`src/rtl/fp_pkg.sv`:
```
// Shared fixed-point helpers: divider FSM state type, saturation limits and magnitude.
package fp_pkg;

    typedef enum logic [1:0] {
        StIdle   = 2'd0,
        StDivide = 2'd1,
        StDone   = 2'd2
    } fp_div_state_e;

    // Largest positive value of a w-bit signed word, zero-extended to 64 bits.
    function automatic logic [63:0] fp_max(input int unsigned w);
        return (64'd1 << (w - 1)) - 64'd1;
    endfunction

    // Bit pattern of the most negative w-bit signed word.
    function automatic logic [63:0] fp_min(input int unsigned w);
        return 64'd1 << (w - 1);
    endfunction

    // Magnitude of a w-bit two's-complement value held in the low bits of v.
    // The most negative input maps to 2^(w-1) as an unsigned w-bit result.
    function automatic logic [63:0] fp_abs(input logic [63:0] v, input int unsigned w);
        logic [63:0] mask;
        logic        neg;
        mask = (64'd1 << w) - 64'd1;
        neg  = |(v & (64'd1 << (w - 1)));
        if (neg) begin
            return (~v + 64'd1) & mask;
        end
        return v & mask;
    endfunction

endpackage

```
`src/rtl/udiv_core.sv`:
```
// Unsigned radix-2 restoring divider: one quotient bit per clock, NUM_W iterations.
module udiv_core #(
    parameter int unsigned NUM_W = 24,
    parameter int unsigned DEN_W = 16
) (
    input  logic             clk_i,
    input  logic             rst_i,
    input  logic             start_i,
    input  logic [NUM_W-1:0] num_i,
    input  logic [DEN_W-1:0] den_i,
    output logic             done_o,
    output logic [NUM_W-1:0] quo_o
);

    localparam int unsigned CNT_W = $clog2(NUM_W + 1);

    // The numerator register doubles as the quotient: bits leave at the top
    // and quotient bits enter at the bottom.
    logic [NUM_W-1:0] num_q, num_d;
    logic [DEN_W-1:0] den_q, den_d;
    logic [DEN_W-1:0] rem_q, rem_d;
    logic [CNT_W-1:0] cnt_q, cnt_d;
    logic             busy_q, busy_d;

    logic [DEN_W:0]   rem_sh;
    logic [DEN_W:0]   rem_sub;
    logic             take_bit;
    logic             last_iter;

    always_comb begin
        rem_sh    = {rem_q, num_q[NUM_W-1]};
        rem_sub   = rem_sh - {1'b0, den_q};
        take_bit  = (rem_sh >= {1'b0, den_q});
        last_iter = busy_q && (cnt_q == CNT_W'(NUM_W - 1));
    end

    always_comb begin
        num_d  = num_q;
        den_d  = den_q;
        rem_d  = rem_q;
        cnt_d  = cnt_q;
        busy_d = busy_q;
        if (start_i && !busy_q) begin
            num_d  = num_i;
            den_d  = den_i;
            rem_d  = '0;
            cnt_d  = '0;
            busy_d = 1'b1;
        end else if (busy_q) begin
            num_d = {num_q[NUM_W-2:0], take_bit};
            rem_d = DEN_W'(take_bit ? rem_sub : rem_sh);
            cnt_d = cnt_q + CNT_W'(1);
            if (last_iter) begin
                busy_d = 1'b0;
            end
        end
    end

    always_ff @(posedge clk_i) begin
        if (rst_i) begin
            num_q  <= '0;
            den_q  <= '0;
            rem_q  <= '0;
            cnt_q  <= '0;
            busy_q <= 1'b0;
        end else begin
            num_q  <= num_d;
            den_q  <= den_d;
            rem_q  <= rem_d;
            cnt_q  <= cnt_d;
            busy_q <= busy_d;
        end
    end

    // High during the final iteration; quo_o is complete after this edge.
    assign done_o = last_iter;
    assign quo_o  = num_q;

endmodule

```
`src/rtl/fp_divide.sv`:
```
// Sequential signed Qm.f divider with saturation and divide-by-zero handling.
// Define FP_DIVIDE_ROUND_EN for round-half-away-from-zero (one extra iteration).
module fp_divide
    import fp_pkg::*;
#(
    parameter int unsigned WIDTH      = 16,
    parameter int unsigned FRAC_WIDTH = 8
) (
    input  logic             clk_in,
    input  logic             rst_in,
    input  logic             valid_in,
    input  logic [WIDTH-1:0] dividend,
    input  logic [WIDTH-1:0] divisor,
    output logic             ready_out,
    output logic             valid_out,
    output logic [WIDTH-1:0] quo,
    output logic             ovrflw,
    output logic             div_zero
);

    localparam int unsigned N = WIDTH + FRAC_WIDTH;
`ifdef FP_DIVIDE_ROUND_EN
    localparam int unsigned NUM_W = N + 1;
`else
    localparam int unsigned NUM_W = N;
`endif
    localparam int unsigned QW = N + 1;

    localparam logic [WIDTH-1:0] MAX_VAL = WIDTH'(fp_max(WIDTH));
    localparam logic [WIDTH-1:0] MIN_VAL = WIDTH'(fp_min(WIDTH));
    localparam logic [QW-1:0]    POS_LIM = QW'(fp_max(WIDTH));
    localparam logic [QW-1:0]    NEG_LIM = QW'(fp_min(WIDTH));

    fp_div_state_e    state_q, state_d;
    logic             sign_q, sign_d;
    logic             dvd_neg_q, dvd_neg_d;
    logic             dz_q, dz_d;
    logic [WIDTH-1:0] quo_q, quo_d;
    logic             ovf_q, ovf_d;
    logic             div_zero_q, div_zero_d;
    logic             valid_q, valid_d;

    logic             accept;
    logic             dvs_zero;
    logic [WIDTH-1:0] abs_dvd;
    logic [WIDTH-1:0] abs_dvs;
    logic [NUM_W-1:0] num_load;
    logic             core_done;
    logic [NUM_W-1:0] core_quo;
    logic [QW-1:0]    q_mag;
    logic [WIDTH-1:0] q_lo;
    logic [WIDTH-1:0] quo_sat;
    logic             ovf_sat;

    assign ready_out = (state_q == StIdle);
    assign accept    = valid_in && ready_out;
    assign dvs_zero  = (divisor == '0);
    assign abs_dvd   = WIDTH'(fp_abs(64'(dividend), WIDTH));
    assign abs_dvs   = WIDTH'(fp_abs(64'(divisor), WIDTH));
    assign num_load  = {abs_dvd, {(NUM_W - WIDTH){1'b0}}};

    udiv_core #(
        .NUM_W (NUM_W),
        .DEN_W (WIDTH)
    ) u_udiv_core (
        .clk_i   (clk_in),
        .rst_i   (rst_in),
        .start_i (accept && !dvs_zero),
        .num_i   (num_load),
        .den_i   (abs_dvs),
        .done_o  (core_done),
        .quo_o   (core_quo)
    );

    // The extra guard bit rounds the magnitude half-up, i.e. away from zero once signed.
`ifdef FP_DIVIDE_ROUND_EN
    assign q_mag = QW'(core_quo[NUM_W-1:1]) + QW'(core_quo[0]);
`else
    assign q_mag = QW'(core_quo);
`endif
    assign q_lo = q_mag[WIDTH-1:0];

    always_comb begin
        quo_sat = sign_q ? (~q_lo + WIDTH'(1)) : q_lo;
        ovf_sat = 1'b0;
        if (!sign_q && (q_mag > POS_LIM)) begin
            quo_sat = MAX_VAL;
            ovf_sat = 1'b1;
        end else if (sign_q && (q_mag > NEG_LIM)) begin
            quo_sat = MIN_VAL;
            ovf_sat = 1'b1;
        end
    end

    always_comb begin
        state_d    = state_q;
        sign_d     = sign_q;
        dvd_neg_d  = dvd_neg_q;
        dz_d       = dz_q;
        quo_d      = quo_q;
        ovf_d      = ovf_q;
        div_zero_d = div_zero_q;
        valid_d    = 1'b0;
        case (state_q)
            StIdle: begin
                if (accept) begin
                    sign_d    = dividend[WIDTH-1] ^ divisor[WIDTH-1];
                    dvd_neg_d = dividend[WIDTH-1];
                    dz_d      = dvs_zero;
                    state_d   = dvs_zero ? StDone : StDivide;
                end
            end
            StDivide: begin
                if (core_done) begin
                    state_d = StDone;
                end
            end
            StDone: begin
                valid_d = 1'b1;
                state_d = StIdle;
                if (dz_q) begin
                    quo_d      = dvd_neg_q ? MIN_VAL : MAX_VAL;
                    ovf_d      = 1'b1;
                    div_zero_d = 1'b1;
                end else begin
                    quo_d      = quo_sat;
                    ovf_d      = ovf_sat;
                    div_zero_d = 1'b0;
                end
            end
            default: state_d = StIdle;
        endcase
    end

    always_ff @(posedge clk_in) begin
        if (rst_in) begin
            state_q    <= StIdle;
            sign_q     <= 1'b0;
            dvd_neg_q  <= 1'b0;
            dz_q       <= 1'b0;
            quo_q      <= '0;
            ovf_q      <= 1'b0;
            div_zero_q <= 1'b0;
            valid_q    <= 1'b0;
        end else begin
            state_q    <= state_d;
            sign_q     <= sign_d;
            dvd_neg_q  <= dvd_neg_d;
            dz_q       <= dz_d;
            quo_q      <= quo_d;
            ovf_q      <= ovf_d;
            div_zero_q <= div_zero_d;
            valid_q    <= valid_d;
        end
    end

    assign valid_out = valid_q;
    assign quo       = quo_q;
    assign ovrflw    = ovf_q;
    assign div_zero  = div_zero_q;

endmodule

```
`config.mk`:
```
export PLATFORM = sky130hd
export DESIGN_NAME = fp_divide
export DESIGN_NICKNAME = d
export VERILOG_FILES = /design/src/rtl/fp_pkg.sv /design/src/rtl/udiv_core.sv /design/src/rtl/fp_divide.sv
export SDC_FILE = /design/constraint.sdc
export NUM_CORES = 1
export LEC_CHECK = 0
export ABC_AREA = 1
export BUFFER_PORTS_ARGS = -buffer_cell sky130_fd_sc_hd__buf_4
export CORE_MARGIN = 5
export CORE_UTILIZATION = 60
export CTS_CLUSTER_DIAMETER = 120
export DETAILED_ROUTE_END_ITERATION = 10
export PLACE_DENSITY = 0.86
export SLEW_MARGIN = 10
export SYNTH_ARGS = -nofsm -noshare
export SYNTH_HDL_FRONTEND = slang
export SYNTH_SLANG_ARGS = --single-unit
```
`constraint.sdc`:
```
create_clock -name clk_in -period 2.4 [get_ports clk_in]
set_clock_uncertainty 0.15 [all_clocks]
set_input_delay 0.12 -clock clk_in [delete_from_list [all_inputs] [get_ports clk_in]]
set_output_delay 0.12 -clock clk_in [all_outputs]
set_load 0.02 [all_outputs]
```
Word level (Yosys, flattened, before mapping)

Cells that the tools add are included.

Magnitude comparators: 3
Mux-type cells: 26
$add $sub $neg: 5
Equal/unequal tests: 5
Reductions and logical operators: 15
Bitwise operators: 4

Operators with widths:

| operator                                                                 | count |
|---|---|
| 16-bit two-way mux                                                       | 10 |
| 16-bit by 1-bit adder with 16-bit output (second input constant)         | 3 |
| 24-bit two-way mux                                                       | 2 |
| 16-bit NOT                                                               | 3 |
| 24-bit by 15-bit > comparator with 1-bit output (second input constant)  | 1 |
| 24-bit by 16-bit > comparator with 1-bit output (second input constant)  | 1 |
| 17-bit by 16-bit >= comparator with 1-bit output                         | 1 |
| 16-bit logical NOT                                                       | 1 |
| 16-bit subtractor                                                        | 1 |
| 1-bit two-way mux                                                        | 10 |
| 1-bit logical AND                                                        | 6 |
| 2-bit two-way mux                                                        | 3 |
| 5-bit by 1-bit adder with 5-bit output (second input constant)           | 1 |
| 5-bit equality test (second input constant)                              | 1 |
| 2-bit case mux with 2 select lines                                       | 1 |
| 2-bit AND reduction                                                      | 2 |
| 1-bit logical NOT                                                        | 3 |
| 2-bit by 1-bit equality test with 1-bit output (second input constant)   | 1 |
| 2-bit equality test (second input constant)                              | 1 |
| 2-bit logical NOT                                                        | 1 |
| 2-bit by 1-bit inequality test with 1-bit output (second input constant) | 1 |
| 2-bit inequality test (second input constant)                            | 1 |
| 2-bit nonzero test                                                       | 1 |
| 2-bit OR reduction                                                       | 1 |
| 1-bit XOR                                                                | 1 |

Bits in registers: 86
Logic and storage cells: 72
Bits of input ports: 35

Longest topological paths before layout

Depth after elaboration: 6
Depth in mapped cells: 15
Depth with buffers taken out: 14

Hierarchy

A second synthesis with hierarchy kept.

Cells, all modules: 917
Area, all modules: 5,960.7 um^2

Modules (own cells, without submodules):

| module    | cells an instance | instances | area an instance (um^2) | seq. area each (um^2) |
|---|---|---|---|---|
| udiv_core | 581               | 1         | 3,761.1                 | 1,241.2 |
| fp_divide | 336               | 1         | 2,199.6                 | 480.5 |

Worst setup path after synthesis

No wires, ideal clock.

Kind: reg2reg
From: reg u_udiv_core.num_q[23] (netlist: u_udiv_core.quo_o[23])
To: reg u_udiv_core.rem_q[8]
Period minus slack after synthesis: 1.916 ns
Slack: 0.484 ns
Data arrival time: 1.711 ns
Library setup time: 0.056 ns
Path buffers: 0
Data required time: 2.194 ns
Cell stages (with the launch flop): 14
Path through: dfxtp_1 inv_1 ha_1 fa_1 inv_1 nand3_1 nand3_1 nand2_1 nand2_1 xor2_1 nand3_2 nand3_2 nand2_1 inv_1

Longest elaborated chain between the ends: 2

RTL lines:

| item                                                                                         | line                             | RTL |
|---|---|---|
| start, declared                                                                              | udiv_core.sv:19                  | `logic [NUM_W-1:0] num_q, num_d;` |
| start signal, assigned                                                                       | udiv_core.sv:67                  | `num_q <= num_d;` |
| 16-bit subtractor / 17-bit by 16-bit >= comparator with 1-bit output (equally long branches) | udiv_core.sv:32, udiv_core.sv:33 |  |
| 16-bit two-way mux (*)                                                                       | udiv_core.sv:51                  | `rem_d = DEN_W'(take_bit ? rem_sub : rem_sh);` |
| end signal, assigned                                                                         | udiv_core.sv:69                  | `rem_q <= rem_d;` |
| end, declared                                                                                | udiv_core.sv:21                  | `logic [DEN_W-1:0] rem_q, rem_d;` |

Mark *: on every way between the ends. The rest lies on a longest branch, timed or not.
A chain may end at the register's enable or synchronous reset.

Worst setup path in the final report

From: in divisor[12]
To: reg u_udiv_core.num_q[22] (netlist: u_udiv_core.quo_o[22])

Longest elaborated chain between the ends: 5

RTL lines:

| item                                                            | line            | RTL |
|---|---|---|
| start, declared                                                 | fp_divide.sv:13 | `input logic [WIDTH-1:0] divisor,` |
| 16-bit logical NOT (*)                                          | fp_divide.sv:57 | `assign dvs_zero = (divisor == '0);` |
| 1-bit logical NOT (*)                                           | fp_divide.sv:68 | `.start_i (accept && !dvs_zero),` |
| 1-bit logical AND (*)                                           | fp_divide.sv:68 |  |
| 1-bit logical AND (*)                                           | udiv_core.sv:43 | `if (start_i && !busy_q) begin` |
| 24-bit two-way mux / 2-bit nonzero test (equally long branches) | n/a             |  |

Marked as above.

==> out/results.ini <==
[layout]
final_common_cell=nand2_1
layout.nets=1008
drive_above_1_share_pct=17.03
insertedDiodeCount=0
fill_cells=829
syn2layout_area_growth_pct=16.81
final_cells=1090
layout_common_cells=nand2_1 (212), inv_1 (122), dfxtp_1 (83)

[global_route]
antenna_found_initial=0
grt_max_degree=32
grt_overflow=0
grt_pass1_vias=5402
grt_pass1_wl_um=24850
grt_util_all_layers_pct=25.74

[sta]
setup_tns_ns=0
hold_viol=0
setup_viol=0
fin_hold_ws_ns=0.01152
fmax_mhz=434.3
layout_min_cycle_time_ns=2.303
drv_slew=0
tightest_slew_ns=0.4326
maxSlewHeadroom_pct=71.12
fin_crit_sh_pct=95.94

[floorplan]
start_util_pct=60.97
core_sq_um=9729
io_pins=55
die_h_um=109.4
num_rows=36
die_area_sq_um=11970
dieWidth_um=109.4

[clock_tree]
clk-insertion-delay-late_ns=0.37
path_clk_slew_ns=0.09
cts_tree=done
cts_sinks=86
cts_buffer_depth=2
cts_root_buf=clkbuf_8
cts_buffers=9
cts_max_level=3

[route]
avgViaCountPerCell=5.403
first_pass_iters=7
first_iter_violations=480
wl_per_cell_um=14.05
postRouteAntennaNets=0
drt-total-wl_um=15310
drc_errors=0
vias=5889

[logic_synthesis]
synth_cells=875
synth_compound_gate_area_share_pct=14.70
synth_top_family_by_area=simple AND/OR/NAND/NOR gates
synthSimpleGateAreaFrac_pct=33.94
ys.flop_type=dfxtp_1
synth.area.mux_share_pct=0
yosysWarnings=0
synth_top_area_share_pct=29.02
syn_avg_cell_area_sq_um=6.779
syn_area_sq_um=5932
ys_seq_area_share_pct=29.02
synthArstFlopShare_pct=0
synth_nets=931
synth_cell_types=54
synth_largest_area_cell=dfxtp_1
synthTopCellsByArea=dfxtp_1 (29%), nand2_1 (14%), inv_1 (7.7%)
synth_edf_count=0
synth_fa_ha_area_share_pct=4.556
synth_xor_area_share_pct=5.020
ys_seq_elements=86

[setup_path]
cp_max_fo=11
path_cells=dlygate4sd3_1, buf_4, nor2_1, nand3_1, nor2_1, nand2_2, nand2_4, nand2_4, o22ai_1, inv_1, a21oi_2, dlygate4sd3_1
critPathMaxStageDelay_ns=0.56
r2r-end=u_udiv_core.quo_o[22]
r2r_slack_ns=0.1
cp_data_required_time_ns=2.57
critPathKind=primary input to register
reg2reg_depth=6
critPathArrivalTime_ns=2.47
crit_slowest_cell=dlygate4sd3_1
r2r_start=u_udiv_core.busy_q
critPathLaunchType=primary input
worst_setup_path_end_kind=register

[placement]
gp_congestion=1.007
dp_hpwl_um=11200
port_buffers=54
dp_cells=1044

[pwr]
p_leak_nw=3.303
power_mw=7.498
ir_drop_mv=0.8106
p_per_area_nw_per_um2=1082

[min_path]
holdPathStages=4
hold_end=u_udiv_core.den_q[11]
hp-class=primary input to register
hold_path_startpoint=divisor[15]

[flow_run]
max_cap_violations=0

[run_status]
status=complete, no violations

-- registers in the layout (all words and copies together), names as in the netlist, 2 cells and up --
register	cells
u_udiv_core.quo_o	24
quo	16
u_udiv_core.den_q	16
u_udiv_core.rem_q	16
u_udiv_core.cnt_q	5
state_q	2
-- through the flow --
step	util, %	setup WS, ns	cell area, sq um
floorplan	-	0.4838	5932
finish	71.22	0.09746	6929
global route	71.22	-0.009410	6929
detailed placement	65.32	0.1632	6355
global placement	65.32	0.1851	6355
CTS	69.93	0.02538	6804
-- cell type report --
type / instances / area [sq um] / share of cell area (%)
Multi-Input combinational cell: 626 / 3522 / 50.83
Sequential cell: 86 / 1725 / 24.90
Timing Repair Buffer: 97 / 803.3 / 11.59
Inverter: 132 / 513.0 / 7.403
Tap cell: 133 / 166.4 / 2.402
Clock buffer: 10 / 127.6 / 1.842
Clock inverter: 6 / 71.32 / 1.029
-- Yosys cell counts (3+ instances only) --
cell / count
nand3_2: 6
ha_1: 20
nand3_1: 70
nand4_1: 18
inv_2: 5
a31oi_1: 10
nand2_1: 215
buf_6: 10
xor2_1: 29
xnor2_1: 5
o21ai_0: 36
a211oi_2: 7
nor2_2: 7
clkbuf_1: 8
buf_2: 6
dfxtp_1: 86
inv_1: 122
nand3b_1: 8
nand2_2: 4
nand2_4: 4
o22ai_2: 12
nor3_1: 10
o21ai_1: 3
a21oi_1: 48
o21bai_1: 3
o22ai_1: 8
nor2_1: 81
-- kinds of logic (layout without fill, tap and decap cells) --
| logic type | after synthesis | count (layout) |
|---|---|---|
| buffers and inverters | 163 | 245 |
| xor gates and xnor gates | 34 | 34 |
| adders and majority gates | 21 | 21 |
| AOI/OAI and AO/OA | 134 | 134 |
| and+or+nand+nor | 437 | 437 |
| DFF | 86 | 86 |
-- worst max-delay path, delay by kind of cell --
family                 cells  cell delay [ns]
AO/OA/AOI/OAI              2             0.30
AND/OR/NAND/NOR            6             0.72
buffers and inverters      4             1.33
-- metal layers --
metal	track usage (%)	part of all wire, %
met1	35.18	45
met2	41.24	47
met3	5.050	6.5
met4	7.569	1.5
met5	0	0
-- power breakdown --
part / switching (mW) / internal [mW] / leakage (nW) / total (mW)
Combinational: 2.87 / 1.80 / 2.50 / 4.67
Clock: 0.555 / 0.490 / 0.0984 / 1.05
Sequential: 0.175 / 1.60 / 0.702 / 1.78
Total: 3.60 / 3.89 / 3.30 / 7.50
-- worst max-delay path by stage --
stage                     cells after the start  slack [ns]               endpoint                  start
after CTS                                    12        0.03  u_udiv_core.quo_o[20]             divisor[7]
after global routing                         12      -0.009  u_udiv_core.quo_o[22]            dividend[5]
after detailed placement                     12        0.16   u_udiv_core.rem_q[1]  u_udiv_core.den_q[14]
final                                        12         0.1  u_udiv_core.quo_o[22]            divisor[12]
after floorplan                              13        0.48   u_udiv_core.rem_q[8]  u_udiv_core.quo_o[23]
after global placement                       13        0.19   u_udiv_core.rem_q[8]  u_udiv_core.quo_o[23]
-- timing repair --
item | CTS | global route
hold buffers | 25 | 0
resized for setup | 0 | 18
setup buffers | 0 | 5
endpoints found under the hold margin | 33 | 0
endpoints found under the setup margin | 0 | 19
No activity file was read; power rests on OpenSTA's default activity.
